$ cat src/rtl/rr_arbiter_eight.sv
// Round-robin arbiter driving the 3-bit select of mux_eight.
// Grants one requester at a time over a valid/ready handshake.
module rr_arbiter_eight #(
    parameter int N_REQ = 8,
    parameter int SEL_W = 3
) (
    input  logic             clk,
    input  logic             rst_n,
    input  logic [N_REQ-1:0] req,
    input  logic             out_ready,
    output logic [SEL_W-1:0] sel,
    output logic             out_valid,
    output logic [N_REQ-1:0] ack,
    output logic             busy
);

    typedef enum logic {
        IDLE  = 1'b0,
        GRANT = 1'b1
    } state_t;

    state_t           state_q, state_d;
    logic [SEL_W-1:0] sel_q, sel_d;
    logic [SEL_W-1:0] ptr_q, ptr_d;
    logic [SEL_W-1:0] pick;
    logic             found;
    logic [SEL_W-1:0] idx;

    // Find the first set request, searching upward from ptr with wrap.
    always_comb begin
        pick  = ptr_q;
        found = 1'b0;
        idx   = '0;
        for (int i = 0; i < N_REQ; i++) begin
            idx = ptr_q + SEL_W'(i);
            if (!found && req[idx]) begin
                pick  = idx;
                found = 1'b1;
            end
        end
    end

    // Next-state and handshake outputs.
    always_comb begin
        state_d   = state_q;
        sel_d     = sel_q;
        ptr_d     = ptr_q;
        ack       = '0;
        out_valid = 1'b0;
        busy      = 1'b0;
        unique case (state_q)
            IDLE: begin
                if (found) begin
                    sel_d   = pick;
                    state_d = GRANT;
                end
            end
            GRANT: begin
                out_valid = 1'b1;
                busy      = 1'b1;
                if (out_ready) begin
                    // A transfer wins even if the requester withdrew this cycle.
                    ack     = N_REQ'(1) << sel_q;
                    ptr_d   = sel_q + SEL_W'(1);
                    state_d = IDLE;
                end else if (!req[sel_q]) begin
                    state_d = IDLE;
                end
            end
            default: state_d = IDLE;
        endcase
    end

    // State, select and priority pointer registers.
    always_ff @(posedge clk or negedge rst_n) begin
        if (!rst_n) begin
            state_q <= IDLE;
            sel_q   <= '0;
            ptr_q   <= '0;
        end else begin
            state_q <= state_d;
            sel_q   <= sel_d;
            ptr_q   <= ptr_d;
        end
    end

    assign sel = sel_q;

endmodule

$ cat config.mk
export PLATFORM = sky130hd
export DESIGN_NAME = rr_arbiter_eight
export DESIGN_NICKNAME = d
export VERILOG_FILES = /design/src/rtl/rr_arbiter_eight.sv
export SDC_FILE = /design/constraint.sdc
export NUM_CORES = 1
export LEC_CHECK = 0
export BUFFER_PORTS_ARGS = -buffer_cell sky130_fd_sc_hd__buf_4
export CORE_UTILIZATION = 61
export CTS_BUF_LIST = sky130_fd_sc_hd__clkbuf_16
export DETAILED_ROUTE_END_ITERATION = 10
export GPL_ROUTABILITY_DRIVEN = 0
export HOLD_SLACK_MARGIN = 0.06
export PLACE_DENSITY = 0.85
export SYNTH_ARGS = -nofsm -noshare
export SYNTH_HDL_FRONTEND = slang
export SYNTH_SLANG_ARGS = --single-unit
$ cat constraint.sdc
create_clock -name clk -period 4.98 [get_ports clk]
set_input_delay 1.245 -clock clk [delete_from_list [all_inputs] [get_ports clk]]
set_output_delay 1.245 -clock clk [all_outputs]
set_load 0.02 [all_outputs]
==> flow_summary.toml, run 1 <==
[yosys]
synthAdderAreaFrac_pct = 6.96
synthFlopType = "dfrtp_1"
synth_top_family_by_area = "multiplexers"
synth-xor-area-share_pct = 1.22
netlist_instances = 150
ys_seq_area_share_pct = 12.2
synth-compound-area-share_pct = 19.5
synth-edff-count = 0
synthesis.area_sq_mm = 0.00144
async_flop_share_pct = 100
yosysWarnings = 0
avgSynthCellArea_sq_um = 9.59
synth_seq_cells = 7
synthSimpleGateAreaFrac_pct = 18.8
ys_types = 54
syn-num-nets = 169
synth_mux_area_share_pct = 35.2

[floorplan]
row_count = 17
initial_core_util_pct = 65.0
ios = 24
die_x_um = 50.6
core_sq_mm = 0.00221
dieArea_sq_mm = 0.00256
fp.dieH_um = 50.6

[run]
cap_viol_max_count = 0

[routing]
wire_per_inst_um = 18.5
drc = 0
antenna_left = 0
drt-vias-per-instance = 6.98
drtIter0Drc = 60
num_vias = 1383
totalWireLength_um = 3670
first_pass_iters = 4

[clocking]
clk_path_buf_depth = 2
cts_resized = 0
cts_buffers = 3
cts_setup_buffers = 0
cts.sinks = 7
ctsHtreeMaxLevel = 1
clk-insertion-delay-late_ns = 0.23
cts-root-buf = "clkbuf_16"
cts_hold_buf = 0
cts_tree = "yes"
clk_pin_slew_ns = 0.04

[timing]
rsz0062_at_grt = "false"
drv_slew = 0
clock_skew_ns = 0.00199
hold_viol_final = 0
min_period_ns = 3.46
fmax_mhz = 289
final-setup-viol-count = 0
slew_headroom_pct = 61.3
worst_slew_pin_slew_ns = 0.581
fin_crit_sh_pct = 69.5
setup_tns_ns = 0

[placed_design]
dp.cells = 194
detailed_place_hpwl_um = 2740
io_buffers = 23

[outcome]
outcome = "completed"

[critical_path]
slowest_delay_ns = 0.69
required_ns = 5.08
cp_num_buf_inv = 2
cp-start-kind = "flop"
worstPathCellList = "inv_2 -> ha_1 -> clkinv_1 -> mux4_2 -> o311ai_1 -> or4b_1 -> mux2i_1 -> a21oi_1"
endpoint_kind = "flop"
critPathKind = "reg -> reg"
worst_ep_arrival_time_ns = 3.56
cp_max_fo = 16
cpMaxStageDelayCell = "dfrtp_1"
reg2reg_slack_ns = 1.52
crit_family = "multiplexers"

[grt]
grt_pass1_wl_um = 6170
grt_overflow = 0
grt_use_total_pct = 32.0
grt_pass1_vias = 1295
grt_max_degree = 25
antenna_found_initial = 0

[final_layout]
antenna_cells = 0
fillers = 149
layout-drive-gt1-share_pct = 30.6
final_common_cell = "buf_4"
stdcell_count = 198
synthToLayoutAreaGrowth_pct = 16.1
nets = 190
final_cell_mix = "buf_4, nand2_1, mux4_2, mux2i_1, o21ai_0"

[power_and_ir_drop]
p_int_w = 0.000670
ir_drop_mv = 0.614
power.switching_w = 0.000681
p_comb_share_pct = 77.9
p_leak_nw = 0.750
p_seq_share_pct = 12.1
p_sw_share_pct = 50.4
clkPwrFrac_pct = 10.0
p_per_area_mw_per_mm2 = 809

[worst_hold_path]
hp-class = "reg -> reg"
==> final cells by class <==
cell class | instances | area [sq um] | area share (%)
flip-flops and latches | 7 | 175 | 10.5
inverters | 7 | 26.3 | 1.57
well taps | 28 | 35.0 | 2.10
repair buffers | 24 | 180 | 10.8
clock inverters | 1 | 3.75 | 0.225
clock buffers | 3 | 75.1 | 4.49
multi-input cells | 128 | 1170 | 70.3
==> Yosys cell counts, types with 2 or more instances <==
master    number  area [sq um]
clkbuf_1       3          11.3
mux2_2         6          67.6
o21ai_0       10          50.1
dfrtp_1        7           175
inv_1          5          18.8
nand2_1       12          45.0
buf_4          2          15.0
xnor2_1        2          17.5
nor3_1         3          15.0
nor2_1         9          33.8
mux4_2        11           248
or3_1          2          12.5
mux2i_1       11           110
a21oi_1        6          30.0
mux4_1         2          52.6
a32oi_1        2          17.5
and3_1         8          50.1
ha_1           8           100
and2_1         3          18.8
nor2b_1        3          18.8
o31ai_1        2          15.0
==> sequential cells by signal, summed over array words and instances (netlist names) <==
name and flops:
sel 3, ptr_q 3, state_q 1
==> worst reg2reg max path, cell delays in order (launching register included) <==
cell and delay (ns):
dfrtp_1 0.69, inv_2 0.24, ha_1 0.49, clkinv_1 0.35, mux4_2 0.59, o311ai_1 0.28, or4b_1 0.48, mux2i_1 0.15
a21oi_1 0.08
==> stage by stage <==
stage                     util [%]  hold slack [ns]  total power, W  setup slack (ns)  cell area, sq um
after floorplan                  -            0.648        0.000995              1.89              1440
after global placement        71.9            0.605         0.00115              1.66              1590
after detailed placement      71.9            0.616         0.00119              1.57              1590
after CTS                     75.5            0.618         0.00133              1.59              1670
after global routing          75.5            0.685         0.00145              1.33              1670
final                         75.5            0.628         0.00135              1.52              1670
==> final timing paths <==
check                          from        to  depth (start not counted)
setup / recovery           ptr_q[1]    sel[1]                          8
hold reg to reg              sel[2]    sel[2]                          2
max in group asynchronous     rst_n  ptr_q[1]                          1
setup reg to reg           ptr_q[1]    sel[1]                          8
min in group asynchronous     rst_n  ptr_q[0]                          1
hold / removal               sel[2]    sel[2]                          2
==> per-layer routing <==
| metal | GRT usage [%] | up-vias | routed length (um) |
|---|---|---|---|
| met5 | 0 | - | 0 |
| met4 | 9.26 | 0 | 60 |
| met3 | 6.06 | 8 | 316 |
| met2 | 50.2 | 80 | 1790 |
| met1 | 44.9 | 666 | 1500 |
| li1 | - | 629 | - |
==> cells by family after synthesis <==
family	count (synthesis)
compound gates	37
simple gates	49
flops	7
buf+inv	15
mux	32
xor+xnor	2
fa+ha+maj	8
==> power groups by stage <==
stage	Combinational, W	Clock [W]	Sequential [W]
after floorplan	0.000853	0	0.000142
after global placement	0.000991	0	0.000159
after detailed placement	0.00103	0	0.000163
after CTS	0.00103	0.000135	0.000162
after global routing	0.00114	0.000138	0.000172
final	0.00105	0.000134	0.000164
Note: power is estimated with default switching activity, not from simulation.
==> run 2: changes to the inputs <==
--- a/config.mk
+++ b/config.mk
@@ -5,13 +5,14 @@
 export SDC_FILE = /design/constraint.sdc
 export NUM_CORES = 1
 export LEC_CHECK = 0
+export ABC_AREA = 1
 export BUFFER_PORTS_ARGS = -buffer_cell sky130_fd_sc_hd__buf_4
-export CORE_UTILIZATION = 61
+export CORE_UTILIZATION = 56
 export CTS_BUF_LIST = sky130_fd_sc_hd__clkbuf_16
 export DETAILED_ROUTE_END_ITERATION = 10
 export GPL_ROUTABILITY_DRIVEN = 0
 export HOLD_SLACK_MARGIN = 0.06
-export PLACE_DENSITY = 0.85
+export PLACE_DENSITY = 0.8
 export SYNTH_ARGS = -nofsm -noshare
 export SYNTH_HDL_FRONTEND = slang
 export SYNTH_SLANG_ARGS = --single-unit
==> constraint.sdc (replaced) <==
create_clock -name clk -period 3.45 [get_ports clk]
set_input_delay 0.8625 -clock clk [delete_from_list [all_inputs] [get_ports clk]]
set_output_delay 0.8625 -clock clk [all_outputs]
set_load 0.02 [all_outputs]
==> flow_summary.toml, run 2 <==
[outcome]
outcome = "completed"

[clocking]
ctsHtreeMaxLevel = 1
clk-insertion-delay-late_ns = 0.23
clk_pin_slew_ns = 0.04
cts_resized = 0
cts.sinks = 7
cts-root-buf = "clkbuf_16"
clk_path_buf_depth = 2
cts_hold_buf = 0
cts_tree = "yes"
cts_setup_buffers = 0
cts_buffers = 3

[timing]
clock_skew_ns = 0.000615
min_period_ns = 2.63
hold_viol_final = 0
fin_crit_sh_pct = 76.1
final-setup-viol-count = 0
setup_tns_ns = 0
worst_slew_pin_slew_ns = 0.528
fmax_mhz = 381
rsz0062_at_grt = "false"
slew_headroom_pct = 64.8
drv_slew = 0

[yosys]
synthFlopType = "dfrtp_1"
synth.top_cells.by_area = "nand2_1, dfrtp_1, nand3_1"
synth-edff-count = 0
synth_seq_cells = 7
ys_seq_area_share_pct = 13.5
synth_top_area_cell = "nand2_1"
syn-num-nets = 239
netlist_instances = 220
synth.most_common_cell = "nand2_1"
yosys-top-cells-count = "nand2_1, nand3_1, inv_1"
synth_top_area_share_pct = 22.0
ys_types = 30
avgSynthCellArea_sq_um = 5.89
yosysWarnings = 0
async_flop_share_pct = 100
synthesis.area_sq_mm = 0.00129

[final_layout]
finalInstanceArea_sq_mm = 0.00153
seq_area_sq_um = 175
antenna_cells = 0
synthToLayoutAreaGrowth_pct = 18.4
multiInputGateArea_sq_um = 971
nets = 261
layout-drive-gt1-share_pct = 21.2
fillers = 199
final_common_cell = "nand2_1"
final_cell_mix = "nand2_1, nand3_1, inv_1, buf_4, nor2_1"

[critical_path]
worstPathCellList = "inv_2 -> ha_1 -> inv_1 -> nand3_1 -> nand2_1 -> nand2_1 -> nand2_1 -> nand3_1 -> inv_1 -> nand2_1 -> nand3_1 -> nand2_1 -> nand2_1 -> nand2_1 -> nand2_1 -> nand2_1 -> nand2_1"
cp_max_fo = 13
crit_top_cell = "nand2_1"
required_ns = 3.61
critPathKind = "reg -> reg"
cp_num_buf_inv = 3
cpMaxStageDelayCell = "dfrtp_1"
worst_ep_arrival_time_ns = 2.79
crit_family = "simple AND/OR/NAND/NOR gates"
slowest_delay_ns = 0.53
endpoint_kind = "flop"
cp-start-kind = "flop"

[routing]
drc = 0
wl_met1_um = 1550
drt-vias-per-instance = 5.41
wl_met2_um = 1710
first_pass_iters = 5
totalWireLength_um = 3500
dr_wl_met3_um = 182
drtIter0Drc = 41
antenna_left = 0
top_layer = "met4"
wire_per_inst_um = 13.0
num_vias = 1455

[placed_design]
detailed_place_hpwl_um = 2780
place_area_sq_mm = 0.00145
io_buffers = 23

[worst_hold_path]
hp-class = "in -> async"

[floorplan]
die_x_um = 50.1
dieArea_sq_mm = 0.00251
fp.dieH_um = 50.1
core_sq_mm = 0.00219
row_count = 17
ios = 24
initial_core_util_pct = 59.1

[grt]
grt_pass1_wl_um = 6130
antenna_found_initial = 0
grt_max_degree = 14
grt_overflow = 0
grt_use_total_pct = 31.3
grt_pass1_vias = 1431

[run]
cap_viol_max_count = 0
==> run 2: worst reg2reg max path, stage by stage (launching register included) <==
cell     delay [ns]
dfrtp_1        0.53
inv_2          0.19
ha_1           0.41
inv_1          0.20
nand3_1        0.15
nand2_1        0.13
nand2_1        0.06
nand2_1        0.12
nand3_1        0.15
inv_1          0.10
nand2_1        0.05
nand3_1        0.09
nand2_1        0.05
nand2_1        0.05
nand2_1        0.05
nand2_1        0.08
nand2_1        0.06
nand2_1        0.06
==> run 2: cells by family (layout without fill, tap and decap cells) <==
logic type      after synthesis  count (layout)  synth area share, %
buf+inv                      32              53                 11.5
simple gates                154             154                 57.2
fa+ha+maj                     8               8                 7.73
xor+xnor                      3               3                 2.61
compound gates               16              16                 7.44
flops                         7               7                 13.5
==> run 2: stage by stage <==
step           util [%]  setup slack [ns]  hold slack, ns  std cells
2_1_floorplan         -              1.02           0.567        220
3_3_place_gp       66.4             0.949           0.632        265
3_5_place_dp       66.4             0.866           0.639        265
4_1_cts            70.0             0.862           0.443        269
5_1_grt            70.0             0.542           0.444        269
6_report           70.0             0.824           0.442        269
==> run 2: cell type report <==
cell class / count / share of cell area, %
multi-input combinational: 181 / 63.3
sequential: 7 / 11.4
timing repair buffer: 23 / 11.3
inverter: 26 / 6.53
clock buffer: 3 / 4.90
tap: 28 / 2.29
clock inverter: 1 / 0.245
==> run 2: path summary, 6_finish.rpt <==
| check | start | cells after the start | slack [ns] | to |
|---|---|---|---|---|
| min in group clk | sel[1] | 2 | 0.65 | sel[1] |
| max in group asynchronous | rst_n | 1 | 2.88 | sel[0] |
| worst max register to register | ptr_q[0] | 17 | 0.82 | sel[2] |
| worst min-delay path | rst_n | 1 | 0.44 | ptr_q[2] |
| worst min register to register | sel[1] | 2 | 0.65 | sel[1] |
| worst max-delay path | ptr_q[0] | 17 | 0.82 | sel[2] |
==> run 2: routing by layer <==
layer	vias to the layer above	GRT usage (%)
li1	750	-
met1	652	37.7
met2	47	56.9
met3	6	3.40
met4	0	9.52
met5	-	0
Power of run 2 is not shown: default switching activity piles up to over one toggle a cycle in this logic, so the estimate is an artifact.
==> run 3: changes to the inputs <==
--- a/config.mk
+++ b/config.mk
@@ -5,14 +5,14 @@
 export SDC_FILE = /design/constraint.sdc
 export NUM_CORES = 1
 export LEC_CHECK = 0
-export ABC_AREA = 1
+export ABC_AREA = 0
 export BUFFER_PORTS_ARGS = -buffer_cell sky130_fd_sc_hd__buf_4
-export CORE_UTILIZATION = 56
+export CORE_UTILIZATION = 51
 export CTS_BUF_LIST = sky130_fd_sc_hd__clkbuf_16
 export DETAILED_ROUTE_END_ITERATION = 10
 export GPL_ROUTABILITY_DRIVEN = 0
 export HOLD_SLACK_MARGIN = 0.06
-export PLACE_DENSITY = 0.8
+export PLACE_DENSITY = 0.76
 export SYNTH_ARGS = -nofsm -noshare
 export SYNTH_HDL_FRONTEND = slang
 export SYNTH_SLANG_ARGS = --single-unit
==> constraint.sdc (replaced) <==
create_clock -name clk -period 2.3 [get_ports clk]
set_input_delay 0.575 -clock clk [delete_from_list [all_inputs] [get_ports clk]]
set_output_delay 0.575 -clock clk [all_outputs]
set_load 0.02 [all_outputs]
==> flow_summary.toml, run 3 (synthesis results as in run 1) <==
[timing]
setup_ws_ns = -0.388
setup_tns_ns = -1.27
fin_crit_sh_pct = 117
rsz0062_at_grt = "true"
slew_headroom_pct = 71.4
final-setup-viol-count = 4
min_period_ns = 2.69
fmax_mhz = 372
clock_skew_ns = 0.00447
worst_slew_pin_slew_ns = 0.429
hold_viol_final = 0
drv_slew = 0

[floorplan]
dieArea_sq_mm = 0.00304
fp.dieH_um = 55.1
initial_core_util_pct = 56.0
row_count = 18
core_sq_mm = 0.00257
ios = 24
die_x_um = 55.1

[critical_path]
r2r-start = "ptr_q[0]"
r2r_cells = 9
critPathKind = "reg -> reg"
cp-start-kind = "flop"
r2r_end = "sel[1]"
endpoint_kind = "flop"
worst_ep_arrival_time_ns = 2.80
cp_max_fo = 8
required_ns = 2.41
reg2reg_slack_ns = -0.39

[routing]
totalWireLength_um = 5810
drt-vias-per-instance = 6.93
wire_per_inst_um = 22.9
first_pass_iters = 4
drtIter0Drc = 142
num_vias = 1761
antenna_left = 0
drc = 0

[grt]
grt_overflow = 0
grt_pass1_vias = 1630
use_met2_pct = 67.3
top_usage_layer = "met2"
gr-usage-met3_pct = 7.92
antenna_found_initial = 0
grt_pass1_wl_um = 8070
grt_use_met1_pct = 48.6
grt_use_total_pct = 39.4
grt_max_degree = 16

[outcome]
outcome = "complete, but fails checks"
violations = "setup timing"

[placed_design]
place_area_sq_mm = 0.00201
dp.cells = 245
io_buffers = 23
detailed_place_hpwl_um = 3850

[clocking]
clk-insertion-delay-late_ns = 0.24
clk_path_buf_depth = 2
cts_tree = "yes"
cts-root-buf = "clkbuf_16"
ctsHtreeMaxLevel = 1
cts_buffers = 3
cts.sinks = 7
cts_hold_buf = 0
clk_pin_slew_ns = 0.04

[final_layout]
antenna_cells = 0
post-route-util_pct = 84.9
final_cell_mix = "buf_4, mux4_2, mux2i_1, nand2_1, o21ai_0"
layout-drive-gt1-share_pct = 52.7
finalInstanceArea_sq_mm = 0.00218
final_common_cell = "buf_4"
synthToLayoutAreaGrowth_pct = 51.6
stdcell_count = 254
nets = 244

[run]
cap_viol_max_count = 0

[worst_hold_path]
hp-class = "in -> async"

[power_and_ir_drop]
ir_drop_mv = 1.60
p_leak_nw = 1.03
p_per_area_mw_per_mm2 = 1940
## run 3: cell count changes in the layout (fill, tap and decap cells not counted), sizes merged, moves of 8 or more
cell,change
and3,+8
buf,+54
inv,-20
mux2i,+12
mux4,+13
nand2,-73
nand3,-38
nor2,-14
## run 3: metal layers
| metal | share of wire (%) | up-vias |
|---|---|---|
| met5 | 0 | - |
| met4 | 2.9 | 0 |
| met3 | 9.9 | 25 |
| met2 | 49 | 141 |
| met1 | 38 | 857 |
| li1 | - | 738 |
## run 3: what timing repair did
action,CTS,global route
buffers inserted,1,3
pin swaps,1,1
setup endpoints to repair,4,4
resized for setup,2,6
gates cloned,0,1
## run 3: worst max path at each step
stage	from	to	slack (ns)
after floorplan	ptr_q[0]	sel[1]	-0.41
after global placement	req[0]	sel[1]	-0.28
after detailed placement	req[4]	sel[0]	-0.32
after CTS	ptr_q[0]	sel[0]	-0.30
after global routing	ptr_q[0]	sel[0]	-0.47
final	ptr_q[0]	sel[1]	-0.39
## run 3: per-stage QoR
| stage | total power [W] | hold slack [ns] | setup WS (ns) |
|---|---|---|---|
| after floorplan | 0.00230 | 0.279 | -0.406 |
| after global placement | 0.00337 | 0.391 | -0.279 |
| after detailed placement | 0.00350 | 0.396 | -0.323 |
| final | 0.00422 | 0.148 | -0.388 |
| after CTS | 0.00391 | 0.150 | -0.295 |
| after global routing | 0.00440 | 0.150 | -0.475 |
## run 3: power breakdown
part / internal, W / switching, W / total [W]
clock network: 0.000227 / 0.0000782 / 0.000305
registers: 0.000189 / 0.000123 / 0.000312
logic: 0.00186 / 0.00174 / 0.00360
total: 0.00228 / 0.00194 / 0.00422
## run 3: worst max-delay path, stage by stage, from the launching register on
cell      delay (ns)
dfrtp_2         0.44
buf_12          0.16
buf_4           0.15
mux2i_1         0.18
buf_4           0.18
mux4_2          0.51
o311ai_2        0.26
or4b_1          0.45
mux2i_1         0.15
a21oi_1         0.07
## run 3: layout make-up
type	instances	area [sq um]
Timing Repair Buffer	78	616
Clock inverter	1	3.75
Clock buffer	3	75.1
Tap cell	30	37.5
Inverter	7	30.0
Sequential cell	7	176
Multi-Input combinational cell	128	1240
Fill cell	122	387
